**config.mk**
```make
export PLATFORM = sky130hd
export DESIGN_NAME = analyzer_readback_ctrl
export DESIGN_NICKNAME = d
export VERILOG_FILES = /design/src/rtl/analyzer_pkg.sv /design/src/rtl/analyzer_wrap_counter.sv /design/src/rtl/analyzer_readback_ctrl.sv
export SDC_FILE = /design/constraint.sdc
export NUM_CORES = 1
export LEC_CHECK = 0
export CAP_MARGIN = 10
export CORE_UTILIZATION = 55
export DETAILED_ROUTE_END_ITERATION = 10
export DONT_BUFFER_PORTS = 1
export HOLD_SLACK_MARGIN = 0.12
export PLACE_DENSITY = 0.74
export SYNTH_ARGS = -nofsm -noshare
export SYNTH_HDL_FRONTEND = slang
export SYNTH_SLANG_ARGS = --single-unit
```
**constraint.sdc**
```tcl
create_clock -name clk -period 5.1 [get_ports clk]
set_clock_uncertainty 0.05 [all_clocks]
set_input_delay 1.275 -clock clk [delete_from_list [all_inputs] [get_ports clk]]
set_output_delay 1.275 -clock clk [all_outputs]
set_load 0.03 [all_outputs]
```
**src/rtl/analyzer_pkg.sv**
```systemverilog
// analyzer_pkg: shared FSM states and buffer geometry for the analyzer capture/readback paths
package analyzer_pkg;
  typedef enum logic [1:0] {IDLE, RUN, DRAIN} state_t;
  localparam longint MEMORY_CAPACITY = 64'd134217728;
  localparam int SAMPLE_PACKET_WIDTH = 32;
  localparam int NUM_PACKETS_DEFAULT = int'(MEMORY_CAPACITY / longint'(SAMPLE_PACKET_WIDTH / 8));
  localparam int MAX_OUTSTANDING_DEFAULT = 16;
endpackage

```
**src/rtl/analyzer_wrap_counter.sv**
```systemverilog
// analyzer_wrap_counter: loadable modulo-N counter that wraps from N-1 back to 0
module analyzer_wrap_counter #(
  parameter int N = 10,
  parameter int W = $clog2(N)
) (
  input  logic         clk,
  input  logic         reset,
  input  logic         load,
  input  logic         en,
  input  logic [W-1:0] load_val,
  output logic [W-1:0] count
);
  localparam logic [W-1:0] LAST = W'(N - 1);
  always_ff @(posedge clk)
    if (reset) count <= '0;
    else if (load) count <= load_val;
    else if (en) count <= (count == LAST) ? '0 : count + 1'b1;
endmodule

```
**src/rtl/analyzer_readback_ctrl.sv**
```systemverilog
// analyzer_readback_ctrl: walks a packet range of the circular capture buffer issuing credit-limited reads
module analyzer_readback_ctrl
  import analyzer_pkg::*;
#(
  parameter int NUM_PACKETS = NUM_PACKETS_DEFAULT,
  parameter int MAX_OUTSTANDING = MAX_OUTSTANDING_DEFAULT,
  localparam int AW = $clog2(NUM_PACKETS),
  localparam int OW = $clog2(MAX_OUTSTANDING + 1)
) (
  input  logic          clk,
  input  logic          reset,
  input  logic          start,
  input  logic          sampler_idle,
  input  logic          read_all,
  input  logic          abort,
  input  logic [AW-1:0] begin_num,
  input  logic [AW-1:0] end_num,
  output logic          req_valid,
  output logic [AW-1:0] req_addr,
  input  logic          req_ready,
  input  logic          rsp_valid,
  output logic          busy,
  output logic          done,
  output logic          aborted,
  output logic          cfg_err,
  output logic          rsp_err,
  output logic [AW:0]   packets_issued
);
  localparam logic [AW:0] NP = (AW + 1)'(NUM_PACKETS);
  localparam logic [AW:0] ONE = (AW + 1)'(1);
  localparam logic [OW-1:0] MAX_OS = OW'(MAX_OUTSTANDING);
  state_t state, state_nxt;
  logic [AW:0] remaining, span, b_ext, e_ext;
  logic [OW-1:0] outstanding;
  logic armed, fire, accept, range_ok, rsp_ok, last_rsp, go_drain;
  assign b_ext = {1'b0, begin_num};
  assign e_ext = {1'b0, end_num};
  assign range_ok = (b_ext < NP) && (read_all || e_ext < NP);
  assign span = ((e_ext >= b_ext) ? e_ext - b_ext : e_ext + NP - b_ext) + ONE;
  assign rsp_ok = rsp_valid && outstanding != '0;
  assign last_rsp = (outstanding == '0) || (outstanding == OW'(1) && rsp_valid);
  assign fire = req_valid && req_ready;
  assign go_drain = abort || (fire && remaining == ONE);
  always_comb begin
    req_valid = (state == RUN) && (outstanding < MAX_OS);
    accept = (state == IDLE) && start && sampler_idle && range_ok;
    cfg_err = (state == IDLE) && start && sampler_idle && !range_ok;
    busy = state != IDLE;
    done = (state == DRAIN) && last_rsp;
    state_nxt = (state == IDLE) ? (accept ? RUN : IDLE) :
                (state == RUN) ? (go_drain ? DRAIN : RUN) :
                (last_rsp ? IDLE : DRAIN);
  end
  always_ff @(posedge clk)
    if (reset) state <= IDLE;
    else state <= state_nxt;
  // armed keeps stale responses from a pre-reset readback out of rsp_err
  always_ff @(posedge clk)
    if (reset) begin
      outstanding <= '0;
      remaining <= '0;
      packets_issued <= '0;
      aborted <= 1'b0;
      rsp_err <= 1'b0;
      armed <= 1'b0;
    end else begin
      outstanding <= outstanding + OW'(fire) - OW'(rsp_ok);
      if (fire) begin
        remaining <= remaining - ONE;
        packets_issued <= packets_issued + ONE;
      end
      if (abort && (state == RUN || (state == DRAIN && remaining != '0))) aborted <= 1'b1;
      if (rsp_valid && outstanding == '0 && armed) rsp_err <= 1'b1;
      if (accept) begin
        remaining <= read_all ? NP : span;
        packets_issued <= '0;
        aborted <= 1'b0;
        rsp_err <= 1'b0;
        armed <= 1'b1;
      end
    end
  analyzer_wrap_counter #(.N(NUM_PACKETS), .W(AW)) u_addr (
    .clk(clk),
    .reset(reset),
    .load(accept),
    .en(fire),
    .load_val(begin_num),
    .count(req_addr)
  );
endmodule

```
==> After elaboration in Yosys (flattened, before gate mapping) <==
Index checks and enable logic that the tools add are counted.
{ "op_classes": {"addsub": 9, "n_mul": 0, "div_mod_pow": 0, "magnitude_cmp": 4, "n_eq_ne": 5, "shifts": 0, "mux": 12, "bitwise_logic": 0, "reduce_logical": 27} }
{ "op_table": {"columns": ["op", "n"], "rows": [
  ["26-bit two-way mux", 4],
  ["25-bit two-way mux", 3],
  ["26-bit by 1-bit adder with 26-bit output (second input constant)", 2],
  ["25-bit by 26-bit < comparator with 1-bit output (second input constant)", 2],
  ["25-bit by 26-bit adder with 26-bit output (second input constant)", 1],
  ["26-bit by 1-bit equality test with 1-bit output (second input constant)", 1],
  ["26-bit nonzero test", 1],
  ["25-bit by 25-bit subtractor with 26-bit output", 1],
  ["26-bit by 1-bit subtractor with 26-bit output (second input constant)", 1],
  ["26-bit by 25-bit subtractor with 26-bit output", 1],
  ["25-bit by 1-bit adder with 25-bit output (second input constant)", 1],
  ["25-bit equality test (second input constant)", 1],
  ["25-bit >= comparator", 1],
  ["1-bit logical AND", 15],
  ["2-bit two-way mux", 4],
  ["5-bit by 1-bit adder with 5-bit output", 1],
  ["5-bit by 1-bit equality test with 1-bit output (second input constant)", 1],
  ["5-bit zero test", 1],
  ["5-bit < comparator (second input constant)", 1],
  ["5-bit nonzero test", 1],
  ["5-bit by 1-bit subtractor with 5-bit output", 1],
  ["1-bit logical OR", 4],
  ["2-bit nonzero test", 2],
  ["2-bit by 1-bit equality test with 1-bit output (second input constant)", 1],
  ["other kinds (5)", 5]
]} }
{ "word_totals": {"ff_bits": 87, "latch_bits": 0, "ram_bits": 0, "mem_bits_ro": 0, "in_bits": 58, "out_inout_bits": 57, "elab_cells": 65, "n_memories": 0} }

==> Depth between registers and ports, before layout <==
Gate-level depths: netlist (run 1).
{ "depth": {"ltp_word": 8, "depth_mapped": 15, "ltp_nobuf": 15} }

==> By module <==
Synthesis (run 1) repeated with hierarchy kept, for this count alone.
{ "unflattened": {"cells_unflattened": 928, "hier_area_um2": 7201.9} }
{ "by_module_without_submodules": {"columns": ["mod", "n_inst", "cells_per_inst", "area_per_inst_um2", "seq_area_each_um2"], "rows": [
  ["analyzer_readback_ctrl", 1, 724, 5562.8, 1241.2],
  ["analyzer_wrap_counter", 1, 204, 1639.1, 500.5]
]} }

==> Least setup slack after synthesis (run 1) <==
Ideal clock, no wire load.
{ "synth_path": {"path_type": "input port to flip-flop", "from": "input port end_num[0]", "to": "register remaining[25]", "t_arrival_ns": 4.662, "required_time_ns": 4.955, "slack_ns": 0.293, "path_stages": 13, "cell_sequence": "inv_1 -> ha_1 -> inv_1 -> fa_1 -> a211oi_2 -> or4_4 -> and2_4 -> o31a_1 -> xor2_2 -> or3_4 -> or4b_4 -> or4_1 -> a221oi_1"} }
{ "synth_via": {"elab_chain_len": 6} }
{ "synth_lines": {"columns": ["element", "line_no", "rtl"], "rows": [
  ["start: declaration", "analyzer_readback_ctrl.sv:17", "input logic [AW-1:0] end_num,"],
  ["25-bit by 26-bit adder with 26-bit output", "analyzer_readback_ctrl.sv:39", "assign span = ((e_ext >= b_ext) ? e_ext - b_ext : e_ext + NP - b_ext) + ONE;"],
  ["26-bit by 25-bit subtractor with 26-bit output", "analyzer_readback_ctrl.sv:39", null],
  ["26-bit two-way mux", "analyzer_readback_ctrl.sv:39", null],
  ["26-bit by 1-bit adder with 26-bit output", "analyzer_readback_ctrl.sv:39", null],
  ["26-bit two-way mux", "analyzer_readback_ctrl.sv:75", "remaining <= read_all ? NP : span;"],
  ["26-bit two-way mux", "analyzer_readback_ctrl.sv:74", "if (accept) begin"],
  ["end signal: assignment", "analyzer_readback_ctrl.sv:69", "remaining <= remaining - ONE;"],
  ["end signal: assignment", "analyzer_readback_ctrl.sv:75", null],
  ["end: declaration", "analyzer_readback_ctrl.sv:33", "logic [AW:0] remaining, span, b_ext, e_ext;"]
]} }
Parallel ways exist; a longest one is shown, timed or not.
A chain may end at the register's enable or synchronous reset.

==> Final worst setup path (run 1) <==
Ends and elaborated chain as after synthesis.

==> impl_metrics.json, run 1 <==
{
  "met2_usage_pct": 48.78,
  "dieArea_um2": 12960,
  "switching_share_pct": 36.91,
  "overflow": 0,
  "combPwrFrac_pct": 32.4,
  "crit_top_cell": "inv_1",
  "fin_crit_ns": 4.652,
  "netlist.area_leader.share_pct": 25.31,
  "finalMaxSlewViolations": 0,
  "vdd_ir_drop_max_v": 0.0001683,
  "core-area_um2": 12110,
  "hpwl_um": 13410,
  "yosys.area.top_type": "dfxtp_1",
  "period_share_pct": 91.22,
  "vias": 6722,
  "worstSetupPathType": "input pin to flop",
  "timing.setup.tns_ns": 0,
  "post_drt_wl_per_cell_um": 16.38,
  "drc": 0,
  "critical_path.max_fanout": 5,
  "drt-total-wl_um": 17970,
  "grt_pass1_wl_um": 29070,
  "status": "finished clean",
  "antenna_found_initial": 0,
  "crit_chain": "inv_1, ha_1, inv_1, fa_1, a211oi_2, or4_4, and2_4, o31a_1, xor2_2, or3_4, or4b_4, or4_1, a221oi_1",
  "final_nets": 1020,
  "synth_warnings": 0,
  "grt-busiest-layer": "met2",
  "use_met3_pct": 6.854,
  "fmax_mhz": 214.9,
  "start_util_pct": 56.81,
  "cpPeakStageDelay_ns": 0.59,
  "hp-class": "flop to flop",
  "ys.flop_type": "dfxtp_1",
  "clock_latency_ns": 0.35,
  "power.share.clock_pct": 31.2,
  "end_kind": "flop",
  "startpoint_type": "input pin",
  "required_ns": 5.31,
  "diodes": 0,
  "intPower_w": 0.001412,
  "io_pins": 115,
  "syn_to_final_growth_pct": 6.601,
  "via_per_inst": 6.128,
  "row_count": 40,
  "fp.dieH_um": 113.8,
  "dpl.cell_count": 1081,
  "ys_seq_elements": 87,
  "cts_setup_buffers": 0,
  "syn_nets": 1040,
  "cts_resized": 0,
  "met1_usage_pct": 33.64,
  "power.density_nw_per_um2": 305.1,
  "synth_seq_area_share_pct": 25.31,
  "setup_viol": 0,
  "fin_cells": 1097,
  "syn_area_um2": 6880,
  "cts_tree": "yes",
  "portBuffers": 0,
  "synth_area_leaders": "dfxtp_1 (25%), ha_1 (6.5%), a21oi_1 (6.3%), nor2_1 (5.7%), xnor2_1 (5.1%)",
  "avgSynthCellArea_um2": 7.289,
  "p_leak_nw": 2.794,
  "final_hold_viol_count": 0,
  "seqPwrFrac_pct": 36.3,
  "cts_hold_buf": 0,
  "firstDrtPassIters": 6,
  "synth-edff-count": 0,
  "die_w_um": 113.8,
  "worst_pin_slew_ns": 1.268,
  "syn_inst": 944,
  "synth_cell_types": 76,
  "crit_slowest_cell": "or4_4",
  "pre_cts_ws_ns": 0.1348,
  "first_iter_violations": 543,
  "numClockSinks": 87,
  "setup_ws_ns": 0.4476,
  "root_buffer": "clkbuf_16",
  "p_switching_w": 0.0008261,
  "grt_max_degree": 53,
  "grt_usage_pct": 27.84,
  "drive_gt1_share_pct": 5.274,
  "fin_util_pct": 60.56,
  "grt_setup_unrepaired": "false",
  "crit_arrival_ns": 4.86,
  "cts.clk_slew.worst_paths_ns": 0.07,
  "whs_ns": 0.4344,
  "async_flop_share_pct": 0,
  "grt_pass1_vias": 6217,
  "clk_path_buf_depth": 2,
  "numCtsBuffers": 9,
  "h-tree-depth": 3,
  "gp_congestion": 0.9679,
  "drv_cap": 0,
  "maxSlewHeadroom_pct": 14.42,
  "ant_nets": 0
}
==> worst max-delay path, delay by kind of cell <==
family	cells	cell delay, ns
xor+xnor	1	0.20
simple gates	5	2.14
buf+inv	2	0.09
fa+ha+maj	2	0.40
compound gates	3	0.76
==> final cells by class <==
class                   instances  area [um2]
fillers                      1132        4777
repair buffers                 12       90.09
clock inverters                 7       90.09
multi-input cells             760        4775
inverters                      54       202.7
clock buffers                   9       225.2
well taps                     168       210.2
flip-flops and latches         87        1742
==> synthesized netlist by cell type, types with 4 or more instances <==
cell type    n
a2111oi_0    4
a211o_1      4
a211oi_1    11
a21o_1      16
a21oi_1     86
a221oi_1     6
a222oi_1     6
a22oi_1      4
a311oi_1     5
a31oi_1     12
and2_1       5
and3_1      23
clkbuf_1    36
dfxtp_1     87
ha_1        36
inv_1       53
nand2_1     91
nand2b_1    10
nand3_1     38
nand3b_1     4
nand4_1     17
nor2_1     105
nor2b_1      7
nor3_1      26
nor3b_1      6
nor4_1      17
o211ai_1     8
o21a_1       7
o21ai_0     43
o22ai_1      6
o31a_1       4
or2_2        6
or3_1       19
xnor2_1     40
xor2_1      32
==> routing by layer <==
layer,share of wire (%),wire length (um)
met1,44,7819
met2,46,8279
met3,8.5,1522
met4,1.9,349
met5,0,0
==> path summary, 6_finish.rpt <==
path	startpoint	to	slack, ns	cells after the start
max	end_num[0]	remaining[25]$_SDFFE_PP0P_	0.45	13
min	armed$_SDFFE_PP0P_	armed$_SDFFE_PP0P_	0.43	2
max reg2reg	u_addr.count[1]$_SDFFE_PP0P_	u_addr.count[19]$_SDFFE_PP0P_	1.77	10
min reg2reg	armed$_SDFFE_PP0P_	armed$_SDFFE_PP0P_	0.43	2
==> sequential cells by signal (all words and copies together) (netlist names) <==
| register | count |
|---|---|
| rsp_err | 1 |
| armed | 1 |
| outstanding | 5 |
| remaining | 26 |
| packets_issued | 26 |
| state | 2 |
| u_addr.count | 25 |
| aborted | 1 |
==> power groups by stage <==
| stage | Combinational [W] | Clock [W] | Sequential [W] |
|---|---|---|---|
| 2_1_floorplan | 0.000580 | 0 | 0.000810 |
| 3_3_place_gp | 0.000700 | 0 | 0.000826 |
| 3_5_place_dp | 0.000712 | 0 | 0.000827 |
| 4_1_cts | 0.000717 | 0.000707 | 0.000812 |
| 5_1_grt | 0.000815 | 0.000739 | 0.000822 |
| 6_report | 0.000726 | 0.000699 | 0.000813 |
==> placed cells by master (no fill, tap or decap), drive strengths merged, types with 5 or more instances in the layout <==
cell	count
nor2	105
nand2	91
dfxtp	87
a21oi	86
inv	55
o21ai	45
xnor2	41
nand3	38
ha	36
xor2	33
nor3	27
and3	23
or3	20
nand4	17
nor4	17
a21o	16
a31oi	12
buf	12
a211oi	12
nand2b	10
clkbuf	9
o211ai	8
nor2b	7
o21a	7
nor3b	6
a222oi	6
a221oi	6
or2	6
o22ai	6
and2	6
a311oi	5
==> stage by stage <==
stage	power [W]	area, um2
after floorplan	0.001391	6880
after global placement	0.001526	7019
after detailed placement	0.001539	7019
after CTS	0.002237	7335
after global routing	0.002375	7335
final	0.002238	7335
==> cell families (layout without fill, tap and decap cells) <==
kind of cell / count (synthesis) / after routing / synth area share [%]
other cells: 1 / 1 / 0.05450
xor+xnor: 74 / 74 / 9.638
buf+inv: 97 / 82 / 5.510
compound gates: 252 / 252 / 23.55
flops: 87 / 87 / 25.31
simple gates: 392 / 392 / 28.35
mux: 3 / 3 / 0.4546
fa+ha+maj: 38 / 38 / 7.129
No activity file was read; power rests on OpenSTA's default activity.
==> run 2, diff against run 1 <==
--- a/config.mk
+++ b/config.mk
@@ -10,6 +10,7 @@
 export DETAILED_ROUTE_END_ITERATION = 10
 export DONT_BUFFER_PORTS = 1
 export HOLD_SLACK_MARGIN = 0.12
+export MAX_ROUTING_LAYER = met4
 export PLACE_DENSITY = 0.74
 export SYNTH_ARGS = -nofsm -noshare
 export SYNTH_HDL_FRONTEND = slang
==> run 2 against run 1 <==
Sequential power hardly changed. Register-to-register slack improved by 0.05 ns. Die area is the same. Largest power group unchanged. Clock power decreased by 5.0%. Fmax up 1.3%. Final area barely moved. First-iteration DRC count is 22% lower. Via count down 0.62%. Non-clock buffer count grew 1. Utilization hardly changed. Combinational power down 1%. Highest routed layer unchanged.
==> impl_metrics.json, run 2 (synthesized netlist as in run 1, its figures left out) <==
{
  "die_w_um": 113.8,
  "drv_cap": 0,
  "dpl.cell_count": 1082,
  "worst_pin_slew_ns": 1.107,
  "grt_max_degree": 53,
  "row_count": 40,
  "crit_arrival_ns": 4.80,
  "final_nets": 1021,
  "cts_hold_buf": 0,
  "numCtsBuffers": 9,
  "antenna_found_initial": 0,
  "fmax_mhz": 217.8,
  "gp_congestion": 0.9931,
  "setup_viol": 0,
  "fin_cells": 1098,
  "startpoint_type": "input pin",
  "top_regs": "packets_issued: 26 flops, remaining: 26 flops, u_addr.count: 25 flops",
  "worstSetupPathType": "input pin to flop",
  "fin_crit_ns": 4.591,
  "root_buffer": "clkbuf_16",
  "core-area_um2": 12110,
  "portBuffers": 0,
  "period_share_pct": 90.03,
  "grt_usage_pct": 28.89,
  "grt_pass1_wl_um": 29260,
  "power.density_nw_per_um2": 299.4,
  "finalMaxSlewViolations": 0,
  "ant_nets": 0,
  "final_hold_viol_count": 0,
  "hpwl_um": 13450,
  "clock_latency_ns": 0.35,
  "start_util_pct": 56.81,
  "dieArea_um2": 12960,
  "diodes": 0,
  "syn_to_final_growth_pct": 6.528,
  "grt_setup_unrepaired": "false",
  "first_iter_violations": 422,
  "vias": 6680,
  "fp.dieH_um": 113.8,
  "numClockSinks": 87,
  "h-tree-depth": 3,
  "drt-total-wl_um": 17770,
  "required_ns": 5.31,
  "cts.clk_slew.worst_paths_ns": 0.07,
  "layout_commonest_cell": "nor2_1",
  "io_pins": 115,
  "timing.setup.tns_ns": 0,
  "post_drt_wl_per_cell_um": 16.18,
  "drc": 0,
  "status": "finished clean",
  "layout_common_cells": "nor2_1 (105), nand2_1 (91), dfxtp_1 (87)",
  "p_leak_nw": 2.797,
  "cts_resized": 0,
  "critical_path.max_fanout": 5,
  "end_kind": "flop",
  "cts_setup_buffers": 0,
  "overflow": 0,
  "cts_tree": "yes",
  "hp-class": "flop to flop",
  "grt_pass1_vias": 6142,
  "drive_gt1_share_pct": 5.376,
  "clk_path_buf_depth": 2,
  "via_per_inst": 6.084,
  "vdd_ir_drop_max_v": 0.0002185,
  "firstDrtPassIters": 5,
  "maxSlewHeadroom_pct": 25.94
}
==> run 2: critical path, stage by stage <==
cell and delay, ns:
inv_1 0.02, ha_1 0.18, inv_1 0.07, fa_1 0.20
a211oi_2 0.09, or4_4 0.59, and2_4 0.18, o31a_1 0.38
xor2_2 0.20, or3_4 0.39, or4b_4 0.54, or4_1 0.41
a221oi_1 0.27
==> run 2: power by group <==
part | switching [W] | internal [W] | total, W
Sequential | 0.0000833 | 0.000730 | 0.000813
Combinational | 0.000427 | 0.000291 | 0.000717
Clock | 0.000317 | 0.000346 | 0.000664
==> run 2: area by class of cell <==
class                           instances  area, um2
Multi-Input combinational cell        760       4775
Sequential cell                        87       1742
Clock buffer                            9      225.2
Clock inverter                          7      77.57
Fill cell                            1144       4782
Tap cell                              168      210.2
Timing Repair Buffer                   13      97.59
Inverter                               54      202.7
==> run 2: worst paths after layout <==
path	startpoint	to	slack (ns)	depth (start not counted)
setup / recovery	end_num[0]	remaining[25]$_SDFFE_PP0P_	0.51	13
hold reg to reg	armed$_SDFFE_PP0P_	armed$_SDFFE_PP0P_	0.43	2
hold / removal	armed$_SDFFE_PP0P_	armed$_SDFFE_PP0P_	0.43	2
setup reg to reg	u_addr.count[0]$_SDFFE_PP0P_	u_addr.count[4]$_SDFFE_PP0P_	1.82	10
==> run 2: metal layers <==
metal | vias to the layer above | track usage [%] | wire length [um]
met4 | 0 | 9.004 | 373
met3 | 26 | 6.536 | 1333
met1 | 3013 | 36.05 | 7949
li1 | 3391 | - | -
met2 | 250 | 46.46 | 8112
met5 | - | - | 0
==> run 2: through the flow <==
stage / utilization, % / power (W) / hold WS, ns / area [um2] / worst slack [ns]
2_1_floorplan: - / 0.001391 / 0.3901 / 6880 / 0.2930
3_3_place_gp: 58.02 / 0.001525 / 0.4079 / 7027 / 0.2208
4_1_cts: 60.52 / 0.002205 / 0.4356 / 7330 / 0.5242
6_report: 60.52 / 0.002194 / 0.4298 / 7330 / 0.5087
3_5_place_dp: 58.02 / 0.001535 / 0.4188 / 7027 / 0.1625
5_1_grt: 60.52 / 0.002339 / 0.4755 / 7330 / 0.3311
